`src/rtl/axi_types_pkg.sv`:
```
// Shared AXI widths, burst encodings and request/beat records for the slave-port
// address path.
package axi_types_pkg;

  localparam int AXI_ID_W     = 4;
  localparam int AXI_ADDR_W   = 32;
  localparam int AXI_DATA_W   = 64;
  localparam int AXI_STRB_W   = AXI_DATA_W / 8;
  localparam int AXI_MAX_SIZE = $clog2(AXI_STRB_W);
  localparam int AXI_4KB      = 4096;

  localparam logic [1:0] BURST_FIXED = 2'b00;
  localparam logic [1:0] BURST_INCR  = 2'b01;
  localparam logic [1:0] BURST_WRAP  = 2'b10;

  typedef struct packed {
    logic [AXI_ID_W-1:0]   id;
    logic [AXI_ADDR_W-1:0] addr;
    logic [7:0]            len;
    logic [2:0]            size;
    logic [1:0]            burst;
    logic [3:0]            qos;
    logic [3:0]            cache;
    logic [2:0]            prot;
  } axi_aw_ar_t;

  typedef struct packed {
    logic [AXI_ID_W-1:0]   id;
    logic [AXI_ADDR_W-1:0] addr;
    logic [7:0]            idx;
    logic                  last;
  } axi_beat_t;

endpackage

```
`src/rtl/axi_next_addr.sv`:
```
// Combinational next-beat address for FIXED/INCR/WRAP bursts; shared with the
// R/W beat engines.
module axi_next_addr
  import axi_types_pkg::*;
#(
  parameter int ADDR_W = AXI_ADDR_W
) (
  input  logic [ADDR_W-1:0] addr,
  input  logic [2:0]        size,
  input  logic [1:0]        burst,
  input  logic [ADDR_W-1:0] wrap_lower,
  input  logic [ADDR_W-1:0] wrap_bytes,
  output logic [ADDR_W-1:0] nxt
);

  logic [ADDR_W-1:0] n_bytes;
  logic [ADDR_W-1:0] aligned;
  logic [ADDR_W-1:0] incr;

  always_comb begin
    n_bytes = ADDR_W'(1) << size;
    aligned = addr & ~(n_bytes - ADDR_W'(1));
    incr    = aligned + n_bytes;
    nxt     = incr;
    case (burst)
      BURST_FIXED: nxt = addr;
      BURST_WRAP:  nxt = (incr == wrap_lower + wrap_bytes) ? wrap_lower : incr;
      default:     nxt = incr;
    endcase
  end

endmodule

```
`src/rtl/axi_burst_addr_gen.sv`:
```
// Expands one AW/AR request into per-beat addresses, one burst in flight, and
// flags illegal or 4KB-crossing requests in the accept cycle.
module axi_burst_addr_gen
  import axi_types_pkg::*;
#(
  parameter int ID_W   = AXI_ID_W,
  parameter int ADDR_W = AXI_ADDR_W,
  parameter int DATA_W = AXI_DATA_W
) (
  input  logic              clk,
  input  logic              rst,
  input  logic              req_valid,
  output logic              req_ready,
  input  axi_aw_ar_t        req,
  output logic              beat_valid,
  input  logic              beat_ready,
  output logic [ID_W-1:0]   beat_id,
  output logic [ADDR_W-1:0] beat_addr,
  output logic [7:0]        beat_idx,
  output logic              beat_last,
  output logic              busy,
  output logic              err_illegal,
  output logic              err_4k
);

  localparam int MAX_SIZE   = $clog2(DATA_W / 8);
  localparam int PAGE_SHIFT = $clog2(AXI_4KB);

  localparam logic [0:0] S_IDLE  = 1'b0;
  localparam logic [0:0] S_BURST = 1'b1;

  logic [0:0]        state;
  axi_beat_t         cur;
  logic [7:0]        len_q;
  logic [2:0]        size_q;
  logic [1:0]        burst_q;
  logic [ADDR_W-1:0] wrap_lower_q;
  logic [ADDR_W-1:0] wrap_bytes_q;

  logic              accept;
  logic              illegal;
  logic              cross_4k;
  logic [1:0]        eff_burst;
  logic [ADDR_W-1:0] n_bytes;
  logic [ADDR_W-1:0] aligned0;
  logic [ADDR_W-1:0] last_addr;
  logic [ADDR_W-1:0] wrap_bytes;
  logic [ADDR_W-1:0] nxt;

  always_comb begin
    accept    = req_valid & req_ready & ~rst;
    illegal   = (req.burst == 2'b11) || (int'(req.size) > MAX_SIZE) ||
                ((req.burst == BURST_WRAP) && !(req.len inside {8'd1, 8'd3, 8'd7, 8'd15}));
    eff_burst = illegal ? BURST_INCR : req.burst;
    n_bytes   = ADDR_W'(1) << req.size;
    aligned0  = req.addr & ~(n_bytes - ADDR_W'(1));
    // beat 0 keeps the unaligned address; later beats are size-aligned
    last_addr = (req.len == 8'd0) ? req.addr : aligned0 + (ADDR_W'(req.len) << req.size);
    cross_4k  = (eff_burst == BURST_INCR) &&
                ((req.addr >> PAGE_SHIFT) != (last_addr >> PAGE_SHIFT));
    wrap_bytes = ADDR_W'({1'b0, req.len} + 9'd1) << req.size;
  end

  assign req_ready   = (state == S_IDLE);
  assign beat_valid  = (state == S_BURST);
  assign busy        = (state == S_BURST);
  assign beat_id     = cur.id;
  assign beat_addr   = cur.addr;
  assign beat_idx    = cur.idx;
  assign beat_last   = beat_valid & (cur.idx == len_q);
  assign err_illegal = accept & illegal;
  assign err_4k      = accept & cross_4k;

  axi_next_addr #(.ADDR_W(ADDR_W)) u_next_addr (
    .addr       (cur.addr),
    .size       (size_q),
    .burst      (burst_q),
    .wrap_lower (wrap_lower_q),
    .wrap_bytes (wrap_bytes_q),
    .nxt        (nxt)
  );

  always_ff @(posedge clk) begin
    if (rst) begin
      state        <= S_IDLE;
      cur          <= '0;
      len_q        <= '0;
      size_q       <= '0;
      burst_q      <= '0;
      wrap_lower_q <= '0;
      wrap_bytes_q <= '0;
    end else begin
      case (state)
        S_IDLE: begin
          if (accept) begin
            state        <= S_BURST;
            cur.id       <= req.id;
            cur.addr     <= req.addr;
            cur.idx      <= 8'd0;
            cur.last     <= (req.len == 8'd0);
            len_q        <= req.len;
            size_q       <= req.size;
            burst_q      <= eff_burst;
            wrap_bytes_q <= wrap_bytes;
            wrap_lower_q <= req.addr & ~(wrap_bytes - ADDR_W'(1));
          end
        end
        default: begin
          if (beat_ready) begin
            if (beat_last) begin
              state <= S_IDLE;
            end else begin
              cur.addr <= nxt;
              cur.idx  <= cur.idx + 8'd1;
              cur.last <= (cur.idx + 8'd1 == len_q);
            end
          end
        end
      endcase
    end
  end

endmodule

```
`config.mk`:
```
export PLATFORM = sky130hd
export DESIGN_NAME = axi_burst_addr_gen
export DESIGN_NICKNAME = d
export VERILOG_FILES = /design/src/rtl/axi_types_pkg.sv /design/src/rtl/axi_next_addr.sv /design/src/rtl/axi_burst_addr_gen.sv
export SDC_FILE = /design/constraint.sdc
export NUM_CORES = 1
export LEC_CHECK = 0
export BUFFER_PORTS_ARGS = -buffer_cell sky130_fd_sc_hd__buf_2
export CORE_MARGIN = 2
export CORE_UTILIZATION = 40
export DETAILED_ROUTE_END_ITERATION = 16
export GPL_ROUTABILITY_DRIVEN = 0
export GPL_TIMING_DRIVEN = 0
export PLACE_DENSITY = 0.67
export SYNTH_ARGS = -nofsm -noshare
export SYNTH_HDL_FRONTEND = slang
export SYNTH_SLANG_ARGS = --single-unit
```
`constraint.sdc`:
```
create_clock -name clk -period 4.87 [get_ports clk]
set_clock_uncertainty 0.1 [all_clocks]
set_input_delay 0 -clock clk [delete_from_list [all_inputs] [get_ports clk]]
set_output_delay 0 -clock clk [all_outputs]
set_load 0.01 [all_outputs]
```
### Word-level counts from Yosys, hierarchy flattened

Index checks and enable logic that the tools add are counted.

* register bits: 122
* input port bits: 64
* output and inout port bits: 50
* word-level logic and storage cells: 74

* add/subtract/negate cells: 8
* magnitude comparators: 1
* eq/ne operators: 15
* shift-type cells: 4
* multiplexer cells: 12
* bitwise logic cells: 13
* reductions and logical operators: 12

Operators by type and width (number)
* $mux W41: 4
* $add A32 B32 Y32: 3
* $and A32 B32 Y32: 3
* $not A32 Y32: 3
* $sub A32 B1 Y32 const B: 3
* $mux W32: 2
* $pmux W32 S2: 1
* $shl A1 B3 Y32 const A: 2
* $eq A32 B32 Y1: 1
* $shl A8 B3 Y32: 1
* $shl A9 B3 Y32: 1
* $ne A20 B20 Y1: 1
* $eq A8 B8 Y1: 2
* $add A8 B1 Y9 const B: 1
* $add A8 B1 Y8 const B: 1
* $eq A8 B1 Y1 const B: 1
* $eq A8 B2 Y1 const B: 1
* $eq A8 B3 Y1 const B: 1
* $eq A8 B4 Y1 const B: 1
* $logic_not A8 Y1: 1
* $eq A2 B2 Y1 const B: 3
* $ne A2 B2 Y1 const B: 3
* $and A1 B1 Y1: 5
* $mux W1: 4
* 13 further kinds: 16

### Logic depth before layout (Yosys ltp)

Gate-level depths: netlist of the first run.

* depth in word-level cells: 11
* depth in mapped cells: 21
* depth with buffers taken out: 16

### By module

Synthesis of the first run repeated with hierarchy kept, for this count alone.

* cell total of the unflattened synthesis: 1429
* area, all modules: 10946.7 µm²

By module, submodules not included
* axi_burst_addr_gen: instances 1, cells each 732, area an instance 6199.7 µm², seq. area each 2122.0 µm²
* axi_next_addr: instances 1, cells each 697, area an instance 4747.1 µm², seq. area each 0.0 µm²

### Worst setup path after synthesis of the first run

OpenSTA, ideal clock, no wires.

* path kind: flip-flop to flip-flop
* from: register size_q[0]
* to: register, netlist name beat_addr[13]
* setup time: 95 ps
* data arrival time: 3984 ps
* slack: 690 ps
* cell stages (with the launch flop): 16
* period minus slack after synthesis: 4180 ps
* cells stage by stage: dfxtp_1 or3b_1 ha_1 nor2b_1 nand3_1 a311oi_2 nor3_2 buf_4 nor4_1 xnor2_1 xnor2_1 a2111oi_2 o2111ai_4 nor2_8 mux2_2 a221oi_1

* longest elaborated chain between the ends: 11

Ends and longest elaborated chain
* start: declaration: RTL line axi_burst_addr_gen.sv:35 `logic [2:0] size_q;`
* start signal: assignment: RTL line axi_burst_addr_gen.sv:102 `size_q <= req.size;`
* $shl A1 B3 Y32 (*): RTL line axi_next_addr.sv:21 `n_bytes = ADDR_W'(1) << size;`
* $sub A32 B1 Y32: RTL line axi_next_addr.sv:22 `aligned = addr & ~(n_bytes - ADDR_W'(1));`
* $not A32 Y32: RTL line axi_next_addr.sv:22
* $and A32 B32 Y32: RTL line axi_next_addr.sv:22
* $add A32 B32 Y32 (*): RTL line axi_next_addr.sv:23 `incr = aligned + n_bytes;`
* $eq A32 B32 Y1: RTL line axi_next_addr.sv:27 `BURST_WRAP: nxt = (incr == wrap_lower + wrap_bytes) ? wrap_lower : incr;`
* $mux W32: RTL line axi_next_addr.sv:27
* $pmux W32 S2 (*): RTL line axi_next_addr.sv:25 `case (burst)`
* $mux W41 (*): RTL line axi_burst_addr_gen.sv:110 `if (beat_last) begin`
* $mux W41 (*): RTL line axi_burst_addr_gen.sv:109 `if (beat_ready) begin`
* $mux W41 (*): RTL line axi_burst_addr_gen.sv:93 `case (state)`

Every way passes the cells marked *; elsewhere a longest branch is shown, timed or not. The select of a mux whose other input is x is not followed.
A chain may end at the register's enable or synchronous reset.

### Worst setup path in the final report of the first run

* from: register size_q[2]
* to: register, netlist name beat_addr[4]

* longest elaborated chain between the ends: 11

Ends and longest elaborated chain (RTL line)
* $shl A1 B3 Y32 (*): axi_next_addr.sv:21
* $sub A32 B1 Y32: axi_next_addr.sv:22
* $not A32 Y32: axi_next_addr.sv:22
* $and A32 B32 Y32: axi_next_addr.sv:22
* $add A32 B32 Y32 (*): axi_next_addr.sv:23
* $eq A32 B32 Y1: axi_next_addr.sv:27
* $mux W32: axi_next_addr.sv:27
* $pmux W32 S2 (*): axi_next_addr.sv:25
* $mux W41 (*): axi_burst_addr_gen.sv:110
* $mux W41 (*): axi_burst_addr_gen.sv:109
* $mux W41 (*): axi_burst_addr_gen.sv:93

Marks and branches as above.

==> results of run 1 <==
-- flip-flops by register name, indices dropped and copies added, names as in the netlist --
register      flops
beat_idx          8
size_q            3
len_q             8
wrap_lower_q     32
beat_addr        32
beat_valid        1
burst_q           2
wrap_bytes_q     16
beat_id           4
-- routing by layer --
metal	up-vias	track usage (%)	share of wire (%)
met1	4733	35.5	42
met5	-	0	0.038
li1	4732	-	-
met4	2	10.0	3.0
met2	528	44.1	45
met3	76	4.74	9.5
-- power by group through the flow --
stage	combinational, mW	clock [mW]	sequential (mW)
CTS	0.826	0.820	1.00
global placement	0.776	0	1.02
global route	0.913	0.851	1.01
finish	0.845	0.818	1.00
detailed placement	0.786	0	1.02
floorplan	0.545	0	1.01
-- tightest hold or removal path: stages --
cell and delay, ns:
clkbuf_1 0.21, inv_1 0.15, o21ai_0 0.09
-- through the flow --
step           power (mW)  hold slack [ns]  TNS [ns]  area, µm²
2_1_floorplan        1.55         -0.00105         0       9530
3_3_place_gp         1.80           0.0851    -0.864      10400
3_5_place_dp         1.81           0.0880     -1.53      10400
4_1_cts              2.65           0.0305         0      11200
5_1_grt              2.77           0.0983  -0.00135      11300
6_report             2.67           0.0296         0      11300
-- kinds of logic (layout without fill, tap and decap cells) --
kind of cell	after synthesis	after routing	share of synthesized area, %
buffers and inverters	117	277	6.12
AND/OR/NAND/NOR	480	480	27.0
XOR/XNOR	118	118	11.8
multiplexers	41	41	4.71
AO/OA/AOI/OAI	309	309	22.6
flip-flops	106	106	22.3
adder cells (fa/ha/maj)	41	41	5.46
-- cells in the final DEF (no fill, tap or decap), drive strengths merged, types with 11 or more instances in the layout --
cell,instances
a211oi,12
a21o,17
a21oi,79
a22o,15
and2,12
and3,17
buf,131
clkbuf,68
dfxtp,106
dlygate4sd3,45
ha,40
inv,27
mux2,11
mux2i,28
nand2,140
nand3,56
nand3b,37
nand4,23
nor2,78
nor2b,11
nor3,31
o211ai,12
o21ai,64
o22ai,14
or3,15
xnor2,73
xor2,39
-- layout make-up --
class | count | area [µm²]
Fill cell | 2337 | 12100
Multi-Input combinational cell | 989 | 6880
Sequential cell | 106 | 2120
Timing Repair Buffer | 144 | 966
Buffer | 90 | 482
Tap cell | 319 | 399
Clock buffer | 10 | 229
Inverter | 27 | 101
Clock inverter | 6 | 88.8
-- worst min-delay path by stage --
stage | startpoint | end | slack (ns)
floorplan | req[56] | beat_id[0] | -0.001
global placement | req[58] | beat_id[2] | 0.09
detailed placement | req[58] | beat_id[2] | 0.09
CTS | req[18] | len_q[2] | 0.03
global route | req[18] | len_q[2] | 0.1
finish | req[18] | len_q[2] | 0.03
-- repair_timing --
item / CTS / global route
endpoints found under the setup margin: 26 / 32
hold endpoints to repair: 74 / 0
setup buffers: 1 / 2
hold buffers: 45 / 0
gates resized for setup: 5 / 8
pin swaps: 3 / 2
==> reports/qor.txt, run 1 <==
Post-synth design cell area: 9530 µm²
DR iter-0 viols: 930
CP peak stage delay: 0.53 ns
DRC: 0
Top post-synthesis cells by area: dfxtp_1 (22%), xnor2_1 (6.6%), nand2_1 (5.5%)
Inst Count DP: 1,627
N_diodes: 0
R2R depth: 18
Synthesized net count: 1,317
Initial antenna violation count: 1
CP startpoint: size_q[2]
Inserted Clock Buffers: 9
Logic pwr share: 31.7%
Netlist cell types: 103
Count of input and output buffers: 96
Outcome: complete, no violations
Max cap viols: 0
Yosys top cell by area: dfxtp_1
Most common cell in the netlist: nand2_1
Min-delay worst type: in -> reg
Sw power: 0.947 mW
Number of global-route vias before repair: 9,446
WP data arrival: 4.86 ns
Die width: 158 µm
Final worst slack: 0.166 ns
Tightest Pin Transition: 1.15 ns
Syn. warnings: 0
Final Hold Viols: 0
Worst slew margin relative to its limit: 23.1%
Worst-path fanout max: 10
R2R Path Start: size_q[2]
Bufs and invs on worst path: 4
Post-Place Worst Slack: -0.168 ns
WP depth: 18
Max IR drop VDD: 0.181 mV
Internal power: 1.72 mW
Worst r2r dst: beat_addr[4]
Clock latency on the worst-skew pair: 0.37 ns
Clock slew at reported path FFs: 0.08 ns
#FFs+latches synth: 106
Final Critical Period: 4.70 ns
CP Capture Type: register
Switching Share: 35.5%
Crit path max-delay family: simple AND/OR/NAND/NOR gates
Starting Density: 40.7%
Wire length of the first global-routing pass: 52.3 mm
Static Leak: 4.41 nW
Ys async rst share: 0%
Sequential power share: 37.7%
Slew Viols, Final: 0
Fin util: 48.2%
Routed WL per cell: 20.1 µm
Core Area: 23,400 µm²
Slowest CP cell: or4_1
Die area: 25,100 µm²
Most frequent CP cell: nand4_1
Share of cells above drive strength 1: 15.2%
Tot GR Track Use: 26.9%
DR vias/cell: 5.96
Power Density: 237 nW/µm²
Final worst-path cycle share: 96.6%
Routed WL: 33.9 mm
Synth cell count leaders: nand2_1 (139), dfxtp_1 (106), a21oi_1 (76), nor2_1 (75), xnor2_1 (72)
Startpoint types: register
Longest Clk Path Bufs: 2
Post-synth EDFFs: 0
Clk pwr share: 30.7%
Largest net degree at the start of global routing: 18
Worst setup path end: beat_addr[4]
Post-Synthesis Cells: 1,212
# rows: 56
Crit Path Category: reg -> reg
CTS Sinks: 106
1st-pass router iterations: 5
DR vias: 10.1k
Overflow after GRT: 0
Worst Hold Depth: 3
Avg Cell Area, Syn: 7.86 µm²
Final non-filler cell total: 1,691
CP Data Required Time: 5.03 ns
Post-route ant nets: 0
R2R setup slack: 0.17 ns
Register area share after synthesis: 22.3%
Max frequency: 213 MHz
Die height: 158 µm
CTS H-Tree Depth: 3
Area Overhead vs Synth: 18.3%
Nets: 1,472
Primary FF master, synth: dfxtp_1
Hpwl dp: 25.8 mm
Final setup fails: 0
CTS tree: done
CTS root buf: clkbuf_16
Share of the synthesized area in the top cell type: 22.3%
IO Count: 114
Crit-path cells: nor3_1 > inv_1 > ha_2 > and4b_1 > a311oi_2 > a311oi_4 > xor2_1 > xnor2_1 > nand4_1 > nor4_2 > nand4_1 > or4_1 > buf_6 > nor2_8 > buf_8 > buf_12 > nor2_2 > o31ai_1
Note: power is estimated with default switching activity, not from simulation.
==> run 2, diff against run 1 <==
Settings changed: BUFFER_PORTS_ARGS -buffer_cell sky130_fd_sc_hd__buf_2 to -buffer_cell sky130_fd_sc_hd__clkbuf_2.
==> run 2 against run 1 <==
Against the previous run: worst setup slack got worse by 0.017 ns; register-to-register slack got worse by 0.02 ns; global-route usage rose by 0.093 points; first-iteration DRC count fell by 3.1%; clock-buffer cell count did not move; via count rose by 1.1%; maximum frequency fell by 0.36%; routed wire length rose by 0.74%; non-clock buffer count rose by 1; critical path depth fell by 1; largest power group unchanged; highest routed layer is now met4.
==> reports/qor.txt, run 2 (same netlist as run 1, synthesis figures left out) <==
Clock slew at reported path FFs: 0.08 ns (about the same)
Tot GR Track Use: 27.0% (+0.093 points)
CP Data Required Time: 5.00 ns (-0.03 ns)
Nets: 1,473 (+0.068%)
Overflow after GRT: 0 (unchanged)
Post-Route Setup TNS: 0 ns (unchanged)
WP data arrival: 4.85 ns (about the same)
CP Capture Type: register
CTS tree: done
Die width: 158 µm (unchanged)
Max frequency: 212 MHz (-0.36%)
CTS root buf: clkbuf_16
Area Overhead vs Synth: 18.8%
Number of global-route vias before repair: 9,472 (+0.28%)
Worst Hold Depth: 4 (+1)
Count of input and output buffers: 96 (unchanged)
1st-pass router iterations: 5 (unchanged)
Final worst-path cycle share: 96.9% (+0.35 points)
R2R depth: 17 (-1)
Starting Density: 40.7% (unchanged)
Largest net degree at the start of global routing: 20 (+2)
Worst-path fanout max: 10 (unchanged)
Static Leak: 4.44 nW (+0.77%)
Hpwl dp: 26.0 mm (+0.73%)
Outcome: complete, no violations
Share of cells above drive strength 1: 16.0% (+0.79 points)
Inserted Clock Buffers: 9 (unchanged)
R2R setup slack: 0.15 ns (-0.02 ns)
Die height: 158 µm (unchanged)
Post-Place Worst Slack: -0.192 ns (-0.0236 ns)
Routed WL per cell: 20.2 µm (+0.68%)
Clock latency on the worst-skew pair: 0.37 ns (about the same)
Final setup fails: 0 (unchanged)
Core Area: 23,400 µm² (unchanged)
Fin util: 48.4% (+0.18 points)
Slew Viols, Final: 0 (unchanged)
Fillcell total: 2,382 (+1.9%)
Highest-count cells in the layout ignoring fill and taps: nand2_1 (139), dfxtp_1 (104), clkbuf_2 (96)
Worst slew margin relative to its limit: 24.0% (+0.90 points)
Post-route ant nets: 0 (unchanged)
Final Critical Period: 4.72 ns (+0.0171 ns)
Initial antenna violation count: 0 (-1)
Max IR drop VDD: 0.172 mV (-5.0%)
Most common cell after layout, fill and taps aside: nand2_1
N_diodes: 0 (unchanged)
Longest Clk Path Bufs: 2 (unchanged)
Startpoint types: register
# rows: 56 (unchanged)
Min-delay worst type: in -> reg
Die area: 25,100 µm² (unchanged)
CTS H-Tree Depth: 3 (unchanged)
Tightest Pin Transition: 1.14 ns (-0.0134 ns)
DR vias/cell: 6.02 (+1.1%)
CTS Sinks: 106 (unchanged)
Wire length of the first global-routing pass: 52.5 mm (+0.41%)
DRC: 0 (unchanged)
DR iter-0 viols: 901 (-3.1%)
Final worst slack: 0.149 ns (-0.0171 ns)
Routed WL: 34.2 mm (+0.74%)
DR vias: 10.2k (+1.1%)
Max cap viols: 0 (unchanged)
Final Hold Viols: 0 (unchanged)
Power Density: 232 nW/µm² (-2.1%)
Crit Path Category: reg -> reg
IO Count: 114 (unchanged)
[run 2: layout make-up]
cell class / instances / area, µm² / share of cell area, %
Multi-Input combinational cell: 989 / 6950 / 61.4
Sequential cell: 106 / 2120 / 18.8
Timing Repair Buffer: 145 / 958 / 8.47
Buffer: 90 / 485 / 4.29
Tap cell: 319 / 399 / 3.53
Clock buffer: 10 / 239 / 2.11
Inverter: 27 / 101 / 0.896
Clock inverter: 6 / 56.3 / 0.498
[run 2: metrics by stage]
stage	hold slack, ns	total power, mW	area [µm²]	cells
2_1_floorplan	-0.00105	1.55	9530	1212
3_3_place_gp	0.0857	1.80	10400	1627
3_5_place_dp	0.0889	1.81	10400	1627
4_1_cts	0.00267	2.59	11200	1688
5_1_grt	0.0437	2.73	11300	1692
6_report	0.0286	2.62	11300	1692
[run 2: per-layer routing]
metal / GRT usage (%) / vias to the layer above / wire [µm]
met5: 0 / - / 0
li1: - / 4724 / -
met1: 36.6 / 4868 / 14700
met3: 3.27 / 92 / 2740
met4: 11.5 / 0 / 1350
met2: 43.5 / 499 / 15400
[run 2: path summary, 6_finish.rpt]
| check | start | end |
|---|---|---|
| max | size_q[0] | beat_addr[25] |
| min reg2reg | beat_id[0] | beat_id[0] |
| max reg2reg | size_q[0] | beat_addr[25] |
| min | rst | beat_addr[0] |
[run 2: power by group]
part,total (mW),switching (mW),internal (mW)
Clock,0.766,0.392,0.374
Combinational,0.849,0.504,0.345
Sequential,1.01,0.0821,0.925
[run 2: repair_timing]
item / in CTS / in global routing
gates cloned: 0 / 0
endpoints found under the hold margin: 70 / 0
hold buffers: 44 / 0
pin swaps: 4 / 4
endpoints found under the setup margin: 25 / 26
gates resized for setup: 9 / 15
buffers inserted: 1 / 4
[run 2: critical path: stages, from the launching register on]
cell and delay, ns:
dfxtp_2 0.40, or3b_1 0.41, ha_2 0.28, and4b_1 0.21
a311oi_2 0.32, a311oi_4 0.07, buf_4 0.17, a21oi_2 0.21
xnor3_1 0.37, nor4_2 0.34, nand4_1 0.14, or4_1 0.53
buf_6 0.18, nor2_8 0.19, buf_8 0.20, buf_12 0.16
mux2i_1 0.19, o22ai_1 0.10
